`config.mk`:
```
export PLATFORM = sky130hd
export DESIGN_NAME = ps2_rx_fifo
export DESIGN_NICKNAME = d
export VERILOG_FILES = /design/src/rtl/ps2_rx_fifo.sv
export SDC_FILE = /design/constraint.sdc
export NUM_CORES = 1
export LEC_CHECK = 0
export CELL_PAD_IN_SITES_DETAIL_PLACEMENT = 0
export CELL_PAD_IN_SITES_GLOBAL_PLACEMENT = 1
export CORE_ASPECT_RATIO = 0.7
export CORE_MARGIN = 2
export CORE_UTILIZATION = 29
export CTS_CLUSTER_SIZE = 16
export DETAILED_ROUTE_END_ITERATION = 8
export GPL_TIMING_DRIVEN = 1
export PLACE_DENSITY_LB_ADDON = 0.25
export SYNTH_ARGS = -nofsm -noshare
export SYNTH_HDL_FRONTEND = slang
export SYNTH_SLANG_ARGS = --single-unit
```
`constraint.sdc`:
```
create_clock -name clk -period 3.4 [get_ports clk]
set_clock_uncertainty 0.05 [all_clocks]
set_input_delay 0.85 -clock clk [delete_from_list [all_inputs] [get_ports clk]]
set_output_delay 0.85 -clock clk [all_outputs]
set_load 0.005 [all_outputs]
```
`src/rtl/ps2_rx_fifo.sv`:
```
// PS/2 device-to-host receiver: synchronises ps2_clk/ps2_data, deframes 11-bit frames
// and queues valid scan codes in a first-word-fall-through FIFO. Optional macro: PS2_RX_TIMEOUT_EN.
module ps2_rx_fifo #(
    parameter int DEPTH_LOG2     = 3,
    parameter int TIMEOUT_CYCLES = 50000
) (
    input  logic       clk,
    input  logic       clrn,
    input  logic       ps2_clk,
    input  logic       ps2_data,
    input  logic       nextdata_n,
    output logic [7:0] data,
    output logic       ready,
    output logic       overflow,
    output logic       sampling,
    output logic       frame_err
);
    localparam int DEPTH = 1 << DEPTH_LOG2;
    localparam int PW    = DEPTH_LOG2 + 1;

    logic [2:0]    clk_sync_reg;
    logic [1:0]    data_sync_reg;
    logic          fall;
    logic          sampling_reg;
    logic          bit_reg;
    logic [3:0]    bit_cnt_reg;
    logic [9:0]    shift_reg;
    logic          frame_ok;
    logic          push;
    logic          frame_err_reg;
    logic          timeout_hit;
    logic [7:0]    mem [DEPTH];
    logic [PW-1:0] w_ptr_reg;
    logic [PW-1:0] r_ptr_reg;
    logic [PW-1:0] count_reg;
    logic          overflow_reg;
    logic          pop;
    logic          accept;

    assign fall = !clk_sync_reg[1] && clk_sync_reg[2];

    // Synchronisers idle high so a reset never produces a spurious falling edge.
    always_ff @(posedge clk) begin
        if (clrn) begin
            clk_sync_reg  <= 3'b111;
            data_sync_reg <= 2'b11;
            sampling_reg  <= 1'b0;
            bit_reg       <= 1'b1;
        end else begin
            clk_sync_reg  <= {clk_sync_reg[1:0], ps2_clk};
            data_sync_reg <= {data_sync_reg[0], ps2_data};
            sampling_reg  <= fall;
            bit_reg       <= data_sync_reg[1];
        end
    end

    // shift_reg holds start, d0..d7, parity; bit_reg is the stop bit on the last sample.
    assign frame_ok = !shift_reg[0] && bit_reg && (^shift_reg[9:1]);
    assign push     = sampling_reg && (bit_cnt_reg == 4'd10) && frame_ok;

    always_ff @(posedge clk) begin
        if (clrn) begin
            bit_cnt_reg   <= 4'd0;
            shift_reg     <= 10'd0;
            frame_err_reg <= 1'b0;
        end else begin
            frame_err_reg <= 1'b0;
            if (sampling_reg) begin
                if (bit_cnt_reg == 4'd10) begin
                    bit_cnt_reg   <= 4'd0;
                    frame_err_reg <= !frame_ok;
                end else begin
                    shift_reg[bit_cnt_reg] <= bit_reg;
                    bit_cnt_reg            <= bit_cnt_reg + 4'd1;
                end
            end else if (timeout_hit) begin
                bit_cnt_reg   <= 4'd0;
                frame_err_reg <= 1'b1;
            end
        end
    end

`ifdef PS2_RX_TIMEOUT_EN
    localparam int TW = $clog2(TIMEOUT_CYCLES + 1);
    logic [TW-1:0] to_cnt_reg;

    assign timeout_hit = !sampling_reg && (bit_cnt_reg != 4'd0)
                         && (to_cnt_reg == TW'(TIMEOUT_CYCLES));

    always_ff @(posedge clk) begin
        if (clrn || sampling_reg || (bit_cnt_reg == 4'd0) || timeout_hit)
            to_cnt_reg <= '0;
        else
            to_cnt_reg <= to_cnt_reg + 1'b1;
    end
`else
    assign timeout_hit = 1'b0;
`endif

    // A pop in the same cycle frees the slot, so a full FIFO still accepts the push.
    assign pop    = (count_reg != '0) && !nextdata_n;
    assign accept = push && ((count_reg < PW'(DEPTH)) || pop);

    always_ff @(posedge clk) begin
        if (accept)
            mem[w_ptr_reg[DEPTH_LOG2-1:0]] <= shift_reg[8:1];
    end

    always_ff @(posedge clk) begin
        if (clrn) begin
            w_ptr_reg    <= '0;
            r_ptr_reg    <= '0;
            count_reg    <= '0;
            overflow_reg <= 1'b0;
        end else begin
            if (accept)
                w_ptr_reg <= w_ptr_reg + 1'b1;
            if (pop)
                r_ptr_reg <= r_ptr_reg + 1'b1;
            case ({accept, pop})
                2'b10:   count_reg <= count_reg + 1'b1;
                2'b01:   count_reg <= count_reg - 1'b1;
                default: count_reg <= count_reg;
            endcase
            if (push && !accept)
                overflow_reg <= 1'b1;
        end
    end

    assign data      = mem[r_ptr_reg[DEPTH_LOG2-1:0]];
    assign ready     = (count_reg != '0);
    assign overflow  = overflow_reg;
    assign sampling  = sampling_reg;
    assign frame_err = frame_err_reg;
endmodule

```
# Word-level counts from Yosys, hierarchy flattened
# Memory sizes are Yosys's and may differ from the RTL's. A register that Yosys moved wholly into a read port is not among the register bits.
# Index checks and enable logic that the tools add are counted.
dict set report word_totals {
  ff_bits 35
  latchBits 0
  ram_bits 64
  rom_bits 0
  input_bits 5
  output_inout_bits 12
  word_cells 54
  n_memories 1
}
dict set report classes {
  n_addsub 5
  n_mul 0
  div 0
  order_cmp 3
  eq_ne 3
  shift 0
  n_mux 9
  n_bitwise 2
  n_reduce_logical 20
}
# name words word_bits read_ports rd_clocked_by_memory_dff wr line_no
set mem_list {}
lappend mem_list {mem 8 8 1 1 1 32} ;# logic [7:0] mem [DEPTH];
# operator count
set ops {}
lappend ops {{adder 4 x 1 -> 4 bit (second input constant)} 4}
lappend ops {{bitwise mux 10 bit} 1}
lappend ops {{logical AND 1 bit} 9}
lappend ops {{parity 9 bit} 1}
lappend ops {{case mux 4 bit (2 select lines)} 1}
lappend ops {{2-to-1 mux 3 bit} 2}
lappend ops {{zero test 1 bit} 5}
lappend ops {{< comparator 4 x 5 -> 1 bit (second input constant)} 1}
lappend ops {{demux 1 bit (select 4 bit)} 1}
lappend ops {{equality test 4 bit (second input constant)} 1}
lappend ops {{greater-or-equal comparator 4 x 1 -> 1 bit (second input constant)} 1}
lappend ops {{< comparator 4 bit (second input constant)} 1}
lappend ops {{2-to-1 mux 4 bit} 1}
lappend ops {{nonzero test 4 bit} 1}
lappend ops {{subtractor 4 x 1 -> 4 bit (second input constant)} 1}
lappend ops {{2-to-1 mux 1 bit} 3}
lappend ops {{OR reduction 3 bit} 1}
lappend ops {{equality test 2 x 1 -> 1 bit (second input constant)} 1}
lappend ops {{equality test 2 bit (second input constant)} 1}
lappend ops {{NOT 1 bit} 2}
lappend ops {{AND reduction 2 bit} 1}
lappend ops {{nonzero test 2 bit} 1}
lappend ops {{logical OR 1 bit} 1}

# Depth between registers and ports, before layout
# Gate-level depths: netlist of the first run.
dict set report logic_depth {
  ltp_word 7
  depth_mapped 12
  ltp_nobuf 11
}

# Worst setup path before layout of the first run
# No wires, ideal clock.
dict set report synth_timing {
  kind {reg2reg}
  startpoint {reg shift_reg[4]}
  endpoint {reg count_reg[2]}
  setup_ps 71
  arrival_time_ps 2698
  required_ps 3279
  slack_ps 581
  stages_incl_launch_ff 12
  n_path_buf 0
  period_less_slack_ps 2819
  path_cell_list {dfxtp_1 > xnor2_1 > xnor3_1 > xnor2_1 > nand2_1 > ha_1 > xor2_1 > ha_1 > a21oi_1 > xor2_1 > or3_1 > a21oi_1}
}
dict set report synth_via {
  elab_chain_len 6
  elab_cells_between_ends 8
  cone_classes {eq/ne: 2; mux: 1; reduce/logical: 5}
}
# element line_no
set synth_rtl {}
lappend synth_rtl {{from (decl)} 27} ;# logic [9:0] shift_reg;
lappend synth_rtl {{from (signal, indexed assignment)} 73} ;# shift_reg[bit_cnt_reg] <= bit_reg;
lappend synth_rtl {{parity 9 bit (*)} 58} ;# assign frame_ok = !shift_reg[0] && bit_reg && (^shift_reg[9:1]);
lappend synth_rtl {{logical AND 1 bit (*)} 58}
lappend synth_rtl {{logical AND 1 bit (*)} 59} ;# assign push = sampling_reg && (bit_cnt_reg == 4'd10) && frame_ok;
lappend synth_rtl {{logical AND 1 bit (*)} 102} ;# assign accept = push && ((count_reg < PW'(DEPTH)) || pop);
lappend synth_rtl {{equality test 2 x 1 -> 1 bit / equality test 2 bit (equally long branches)} 120} ;# case ({accept, pop})
lappend synth_rtl {{case mux 4 bit (2 select lines) / nonzero test 2 bit (equally long branches)} n/a}
lappend synth_rtl {{to (signal assigned)} 121} ;# 2'b10: count_reg <= count_reg + 1'b1;
lappend synth_rtl {{to (signal assigned)} 122} ;# 2'b01: count_reg <= count_reg - 1'b1;
lappend synth_rtl {{to (signal assigned)} 123} ;# default: count_reg <= count_reg;
lappend synth_rtl {{to (decl)} 35} ;# logic [PW-1:0] count_reg;
# Every way passes the cells marked *; elsewhere a longest branch is shown, timed or not.
# A chain may end at the register's enable or synchronous reset.

==> results of run 1 <==
## worst register-to-register path, delay by kind of cell (launching register included)
kind / cells / cell delay [ns]
AO/OA/AOI/OAI: 2 / 0.28
flip-flops: 1 / 0.53
adder cells (fa/ha/maj): 2 / 0.44
AND/OR/NAND/NOR: 2 / 0.42
XOR/XNOR: 5 / 1.09
## synth_stat cells
cell type | number | area share, %
nor4_1 | 1 | 0.16
inv_1 | 1 | 0.094
nand3b_1 | 3 | 0.56
or4_1 | 2 | 0.37
xnor3_1 | 1 | 0.56
nand4_1 | 3 | 0.47
and3_1 | 2 | 0.31
nand3_1 | 9 | 1.1
mux4_2 | 16 | 9.0
xnor2_2 | 1 | 0.41
nand2_1 | 15 | 1.4
or2_2 | 6 | 0.94
buf_2 | 2 | 0.25
nor3b_1 | 1 | 0.19
or3_1 | 2 | 0.31
o31ai_1 | 1 | 0.19
nor2_1 | 22 | 2.1
nand2b_1 | 6 | 0.94
and2_1 | 1 | 0.16
buf_1 | 2 | 0.19
xor2_1 | 6 | 1.3
nor2b_1 | 7 | 1.1
and3b_1 | 1 | 0.22
edfxtp_1 | 64 | 48
mux2i_1 | 6 | 1.5
clkbuf_1 | 9 | 0.84
nor3_1 | 6 | 0.75
o21ai_0 | 9 | 1.1
a21oi_1 | 14 | 1.7
ha_1 | 5 | 1.6
a31oi_1 | 1 | 0.16
mux2_2 | 8 | 2.2
a22oi_1 | 1 | 0.19
a211oi_1 | 1 | 0.19
dfxtp_1 | 36 | 18
xnor2_1 | 7 | 1.5
## metal layers
layer / routed length [um] / GRT usage [%]
met1: 4080 / 16.6
met2: 3410 / 17.2
met3: 335 / 3.56
met4: 82 / 3.36
met5: 0 / 0
## metrics by stage
step	instances	total power, W	utilization [%]	area (sq um)	hold WS [ns]
after floorplan	278	0.00132	-	4010	0.339
after global placement	485	0.00133	33.8	4500	0.344
after detailed placement	485	0.00133	33.8	4500	0.347
after CTS	501	0.00241	36.1	4810	0.364
after global routing	501	0.00246	36.1	4810	0.370
final	501	0.00237	36.1	4810	0.361
## final cells by class
cell class / count / area share (%)
Clock buffer: 9 / 4.68
Clock inverter: 7 / 1.82
Inverter: 1 / 0.0780
Multi-Input combinational cell: 164 / 27.4
Sequential cell: 100 / 54.9
Tap cell: 185 / 4.81
Timing Repair Buffer: 35 / 6.29
## power by group through the flow
| stage | Combinational [W] | Clock, W | Sequential, W |
|---|---|---|---|
| finish | 0.0000221 | 0.00107 | 0.00128 |
| global route | 0.0000248 | 0.00115 | 0.00128 |
| CTS | 0.0000227 | 0.00110 | 0.00128 |
| detailed placement | 0.0000226 | 0 | 0.00131 |
| global placement | 0.0000224 | 0 | 0.00131 |
| floorplan | 0.0000137 | 0 | 0.00131 |
## logic make-up (layout without fill, tap and decap cells)
kind of cell               after synthesis  after routing  share of synthesized area (%)
DFF                                    100            100                           65.9
and+or+nand+nor                         87             87                           11.0
muxes                                   30             30                           12.7
AOI/OAI and AO/OA                       27             27                           3.59
xor gates and xnor gates                15             15                           3.81
buffers and inverters                   14             52                           1.37
adders and majority gates                5              5                           1.56
## how the worst max path moves through the flow
stage,slack (ns),endpoint,from,cells past startpoint
after floorplan,0.58,count_reg[2]$_SDFFE_PP0P_,shift_reg[4]$_SDFFE_PP0P_,11
after global placement,0.30,count_reg[2]$_SDFFE_PP0P_,nextdata_n,11
after detailed placement,0.28,count_reg[2]$_SDFFE_PP0P_,nextdata_n,11
after CTS,0.14,data[1],register,4
after global routing,0.08,data[1],register,4
final,0.20,data[5],register,4
==> results.yml, run 1 <==
outcome:
  status: "complete, no violations"
setup_path:
  rr_startpoint: "shift_reg[4]$_SDFFE_PP0P_"
  cp_max_fo: 16
  critPathLaunchType: "register"
  r2r_end: "count_reg[2]$_SDFFE_PP0P_"
  path_cells: "buf_4 > mux4_2 > mux2_2 > clkdlybuf4s50_1"
  crit_path_max_incr_delay_ns: 0.59
  crit_arrival_ns: 2.30
  reg2regPathDepth: 11
  crit_path_top_delay_cell: "mux4_2"
  timing_worst_setup_path_type: "reg2out"
  worstPathRequired_ns: 2.50
  cp-end-kind: "output pin"
  r2r_setup_slack_ns: 0.52
  path_buf_inv: 2
  critPathTopFamily: "multiplexers"
cells_and_area:
  largest_reg_flops: 64
  regArea_sq_mm: 0.00264
  area.growth.synth_to_final_pct: 20.0
  final_common_cell: "edfxtp_1"
  layout.nets: 321
  multiInputGateArea_sq_mm: 0.00132
  most-common-layout-cells: "edfxtp_1 (64), dfxtp_1 (36), nor2_1 (22)"
  final_layout_size_suffix_gt1_share_pct: 21.2
  n_antenna_cell: 0
  fillers: 1306
synth:
  synthCells: 278
  syn_area_sq_mm: 0.00401
  synth-seq-area-share_pct: 65.9
  ys_ff_latch: 100
  postSynthAreaPerCell_sq_um: 14.4
  synth_fp_nets: 288
  synth.distinct_cells: 36
  yosys_warnings: 0
die:
  die_y_um: 102
  num_rows: 35
  start_util_pct: 30.1
  fp.dieW_um: 145
  core_area_sq_mm: 0.0133
  io_pins: 17
  dieArea_sq_mm: 0.0148
clock_network:
  post_cts_buffers: 0
  h-tree-depth: 3
  cts_buffers: 9
  cts-root-buf: "clkbuf_16"
  cts_hold_repair.buffers: 0
  clkTransAtPathRegs_ns: 0.07
  cts-resized-gates: 0
  cts.sinks: 100
  clockBufferDepth: 2
  cts_tree: "yes"
  clk_latency_ns: 0.34
pwr:
  ir_drop_uv: 227
  p_comb_share_pct: 0.9
  powerDensity_mw_per_mm2: 493
  p_seq_share_pct: 54.1
  power.share.switching_pct: 20.7
  intPower_w: 0.00188
  power_frac_clock_pct: 45.0
  p_leak_nw: 1.61
  power_switching_w: 0.000490
hold_path:
  worstHoldStart: "clk_sync_reg[0]$_SDFF_PP1_"
  min_to: "clk_sync_reg[1]$_SDFF_PP1_"
  hold_path.class: "reg2reg"
  min_path_cells: 1
flow_run:
  cap_violations: 0
timing:
  period_share_pct: 94.2
  layout_setup_ws_ns: 0.198
  slew_violations: 0
  worstMarginPinSlew_ns: 0.740
  tns_ns: 0
  fmax_ghz: 0.312
  max-slew-margin-rel_pct: 50.5
  hold_violations: 0
  min_period_ns: 3.20
  grt_setup_unrepaired: "false"
  finalSetupViolCount: 0
drt:
  routed_wl_mm: 7.91
  first_iter_violations: 184
  drtAntennaViolNets: 0
  viasPerCell: 4.59
  vias: 2301
  dr.pass1.iters: 4
  drcViolationCount: 0
  wl_per_cell_um: 15.8
global_routing:
  grt_max_degree: 21
  grt_pass1_vias: 2214
  grt_antenna_before_repair: 0
  grt_pass1_wl_mm: 12.5
  grt_remaining_overflow: 0
  track_usage_pct: 11.6
place:
  dp_slack_ns: 0.277
  io_buffer_count: 16
  gp_congestion: 0.727
  place_hpwl_mm: 5.18
Power figures use the tool's default switching activity.
==> run 2, diff against run 1 <==
==> constraint.sdc (replaced) <==
create_clock -name clk -period 3.1 [get_ports clk]
set_clock_uncertainty 0.05 [all_clocks]
set_input_delay 0.775 -clock clk [delete_from_list [all_inputs] [get_ports clk]]
set_output_delay 0.775 -clock clk [all_outputs]
set_load 0.005 [all_outputs]
==> results.yml, run 2 (synthesis gave the netlist of run 1 again) <==
clock_network:
  cts.sinks: 100
  clk_latency_ns: 0.34
  cts-resized-gates: 0
  cts-root-buf: "clkbuf_16"
  cts_tree: "yes"
  h-tree-depth: 3
  post_cts_buffers: 0
  clockBufferDepth: 2
  cts_hold_repair.buffers: 0
  clkTransAtPathRegs_ns: 0.07
  cts_buffers: 9
die:
  num_rows: 35
  die_y_um: 102
  fp.dieW_um: 145
  io_pins: 17
  dieArea_sq_mm: 0.0148
  core_area_sq_mm: 0.0133
  start_util_pct: 30.1
cells_and_area:
  layout.nets: 329
  most-common-layout-cells: "edfxtp_1 (64), dfxtp_1 (36), buf_4 (26)"
  postLayoutCellArea_sq_mm: 0.00488
  final_layout_size_suffix_gt1_share_pct: 22.8
  area.growth.synth_to_final_pct: 21.7
  fillers: 1291
  final_common_cell: "edfxtp_1"
  layoutNonFillerInstCount: 509
  largest_reg_flops: 64
  n_antenna_cell: 0
setup_path:
  crit_path_max_incr_delay_ns: 0.53
  cp-end-kind: "output pin"
  path_buf_inv: 2
  worstPathRequired_ns: 2.27
  crit_arrival_ns: 2.18
  path_cells: "buf_12 > mux4_2 > mux2_2 > clkdlybuf4s50_1"
  cp_max_fo: 16
  critPathTopFamily: "multiplexers"
  critPathLaunchType: "register"
  crit_path_top_delay_cell: "mux4_2"
  timing_worst_setup_path_type: "reg2out"
timing:
  max-slew-margin-rel_pct: 52.4
  holdWs_ns: 0.357
  period_share_pct: 96.9
  worstMarginPinSlew_ns: 0.712
  tns_ns: 0
  min_period_ns: 3.00
  grt_setup_unrepaired: "false"
  slew_violations: 0
  hold_violations: 0
  finalSetupViolCount: 0
  fmax_ghz: 0.333
global_routing:
  grt_max_degree: 22
  grt_pass1_wl_mm: 12.4
  grt_remaining_overflow: 0
  grt_antenna_before_repair: 0
  grt_pass1_vias: 2187
  track_usage_pct: 11.6
place:
  place_hpwl_mm: 5.25
  gp_congestion: 0.739
  io_buffer_count: 16
  placed_area_sq_mm: 0.00457
  place_inst: 493
pwr:
  ir_drop_uv: 251
  powerDensity_mw_per_mm2: 527
  p_leak_nw: 1.65
flow_run:
  cap_violations: 0
drt:
  routed_wl_mm: 7.81
  first_iter_violations: 151
  drtAntennaViolNets: 0
  dr.pass1.iters: 4
  drcViolationCount: 0
  vias: 2298
  wl_per_cell_um: 15.3
  viasPerCell: 4.51
outcome:
  status: "complete, no violations"
hold_path:
  hold_path.class: "reg2reg"
## run 2: changes by cell type in the layout (fill, tap and decap cells not counted)
cell | before | now
buf_4 | 19 | 26
clkinv_4 | 0 | 2
inv_6 | 4 | 2
inv_8 | 2 | 0
buf_12 | 0 | 1
clkbuf_1 | 0 | 1
clkinv_8 | 0 | 1
## run 2: metal layers
metal | global-route usage [%] | share of wire (%)
met1 | 16.8 | 52
met2 | 16.8 | 44
met3 | 3.51 | 3.2
met4 | 3.36 | 1.0
met5 | 0 | 0
## run 2: cell type report
class                   instances  area, sq um  area share (%)
repair buffers                 43          375            7.69
multi-input cells             164         1320            27.0
clock buffers                  10          229            4.69
inverters                       1         3.75          0.0769
well taps                     185          231            4.74
clock inverters                 6         81.3            1.67
flip-flops and latches        100         2640            54.1
## run 2: stage by stage
stage | setup slack (ns) | util [%] | total power (W)
final | 0.0960 | 36.7 | 0.00257
after global routing | 0.00992 | 36.7 | 0.00267
after CTS | 0.0679 | 36.7 | 0.00262
after detailed placement | 0.0879 | 34.3 | 0.00146
after global placement | 0.130 | 34.3 | 0.00146
after floorplan | 0.281 | - | 0.00145
## run 2: worst register-to-register path, delay by kind of cell, from the launching register on
family / cells / cell delay [ns]
xor gates and xnor gates: 5 / 1.08
adders and majority gates: 2 / 0.44
and+or+nand+nor: 2 / 0.43
DFF: 1 / 0.34
AOI/OAI and AO/OA: 2 / 0.28
## run 2: where the power goes
part	internal [W]	total (W)	switching, W
clock network	0.000641	0.00114	0.000499
logic	0.0000120	0.0000276	0.0000156
registers	0.00140	0.00140	0.00000123
## run 2: path summary, 6_finish.rpt
path / start / endpoint / slack [ns] / cells after the start
setup / recovery: register / data[1] / 0.1 / 4
hold / removal: data_sync_reg[0]$_SDFF_PP1_ / data_sync_reg[1]$_SDFF_PP1_ / 0.36 / 1
setup reg to reg: shift_reg[7]$_SDFFE_PP0P_ / count_reg[2]$_SDFFE_PP0P_ / 0.43 / 11
hold reg to reg: data_sync_reg[0]$_SDFF_PP1_ / data_sync_reg[1]$_SDFF_PP1_ / 0.36 / 1
==> run 3, diff against run 2 <==
==> config.mk (replaced) <==
export PLATFORM = sky130hd
export DESIGN_NAME = ps2_rx_fifo
export DESIGN_NICKNAME = d
export VERILOG_FILES = /design/src/rtl/ps2_rx_fifo.sv
export SDC_FILE = /design/constraint.sdc
export NUM_CORES = 1
export LEC_CHECK = 0
export CELL_PAD_IN_SITES_DETAIL_PLACEMENT = 1
export CELL_PAD_IN_SITES_GLOBAL_PLACEMENT = 2
export CORE_ASPECT_RATIO = 0.7
export CORE_MARGIN = 2
export CORE_UTILIZATION = 29
export CTS_CLUSTER_SIZE = 16
export DETAILED_ROUTE_END_ITERATION = 8
export GPL_TIMING_DRIVEN = 1
export PLACE_DENSITY = 0.56
export SYNTH_ARGS = -nofsm -noshare
export SYNTH_HDL_FRONTEND = slang
export SYNTH_SLANG_ARGS = --single-unit
==> results.yml, run 3 (synthesis gave the netlist of run 1 again) <==
pwr:
  ir_drop_uv: 269
  powerDensity_mw_per_mm2: 541
  p_leak_nw: 1.66
drt:
  vias: 2329
  first_iter_violations: 94
  drtAntennaViolNets: 0
  dr.pass1.iters: 4
  routed_wl_mm: 8.72
  drcViolationCount: 0
  viasPerCell: 4.58
  wl_per_cell_um: 17.1
clock_network:
  cts.sinks: 100
  post_cts_buffers: 0
  cts-root-buf: "clkbuf_16"
  clk_latency_ns: 0.34
  h-tree-depth: 3
  cts_buffers: 9
  cts_tree: "yes"
  clockBufferDepth: 2
  clkTransAtPathRegs_ns: 0.07
die:
  die_y_um: 102
  dieArea_sq_mm: 0.0148
  core_area_sq_mm: 0.0133
  io_pins: 17
  start_util_pct: 30.1
  num_rows: 35
  fp.dieW_um: 145
timing:
  max-slew-margin-rel_pct: 49.5
  period_share_pct: 96.3
  min_period_ns: 2.99
  fmax_ghz: 0.335
  finalSetupViolCount: 0
  slew_violations: 0
  layout_setup_ws_ns: 0.114
  hold_violations: 0
  tns_ns: 0
  grt_setup_unrepaired: "false"
  worstMarginPinSlew_ns: 0.755
  holdWs_ns: 0.361
hold_path:
  hold_path.class: "reg2reg"
  min_path_cells: 2
  worstHoldStart: "clk_sync_reg[2]$_SDFF_PP1_"
  min_to: "sampling$_SDFF_PP0_"
cells_and_area:
  area.growth.synth_to_final_pct: 22.6
  largest_reg_flops: 64
  final_layout_size_suffix_gt1_share_pct: 23.5
  final_common_cell: "edfxtp_1"
  n_antenna_cell: 0
  layout.nets: 329
  most-common-layout-cells: "edfxtp_1 (64), dfxtp_1 (34), buf_4 (25)"
setup_path:
  r2r_setup_slack_ns: 0.36
  timing_worst_setup_path_type: "reg2out"
  cp-end-kind: "output pin"
  worstPathRequired_ns: 2.27
  reg2regPathDepth: 11
  cp_max_fo: 8
  crit_arrival_ns: 2.16
  critPathLaunchType: "register"
  r2r_end: "count_reg[2]$_SDFFE_PP0P_"
  rr_startpoint: "shift_reg[7]$_SDFFE_PP0P_"
place:
  io_buffer_count: 16
  dp_slack_ns: 0.0652
  place_hpwl_mm: 5.66
  gp_congestion: 0.679
flow_run:
  cap_violations: 0
global_routing:
  grt_max_degree: 21
  grt_pass1_wl_mm: 14.0
  grt_pass1_vias: 2452
  track_usage_pct: 13.1
  grt_remaining_overflow: 0
  grt_antenna_before_repair: 0
outcome:
  status: "complete, no violations"
## run 3: how the worst max path moves through the flow
stage	start	end
3_3_place_gp	nextdata_n	count_reg[2]$_SDFFE_PP0P_
6_report	register	data[5]
2_1_floorplan	shift_reg[4]$_SDFFE_PP0P_	count_reg[2]$_SDFFE_PP0P_
5_1_grt	register	data[1]
3_5_place_dp	nextdata_n	count_reg[2]$_SDFFE_PP0P_
4_1_cts	register	data[4]
## run 3: worst max-delay path: stages, from the launching register on
cell             delay [ns]
dfxtp_2                0.40
clkbuf_16              0.19
mux4_2                 0.49
mux2_2                 0.29
clkdlybuf4s50_1        0.45
## run 3: through the flow
step	cell area (sq um)	utilization [%]	std cells	power [W]
2_1_floorplan	4010	-	278	0.00145
3_3_place_gp	4560	34.3	492	0.00146
3_5_place_dp	4560	34.3	492	0.00146
4_1_cts	4890	36.7	508	0.00270
5_1_grt	4920	36.9	509	0.00276
6_report	4920	36.9	509	0.00266
## run 3: cell type report
| type | count | area [sq um] |
|---|---|---|
| clock buffers | 10 | 229 |
| clock inverters | 6 | 96.3 |
| fillers | 1416 | 8400 |
| inverters | 1 | 3.75 |
| multi-input cells | 164 | 1320 |
| flip-flops and latches | 100 | 2650 |
| well taps | 185 | 231 |
| repair buffers | 43 | 393 |
## run 3: repair_timing
item / CTS / global route
hold buffers: 0 / 0
endpoints found under the setup margin: 0 / 2
gates resized for setup: 0 / 2
## run 3: report_power, final
group,leakage [nW],switching [W],total (W),internal [W]
combinational,0.624,0.0000162,0.0000282,0.0000120
clock,0.155,0.000511,0.00123,0.000718
sequential,0.885,0.00000122,0.00140,0.00140
## run 3: per-layer routing
metal	vias up	track usage [%]	wire, um
met4	0	4.03	87
li1	1116	-	-
met3	8	3.84	380
met1	1173	18.7	4420
met2	32	19.3	3840
met5	-	0	0
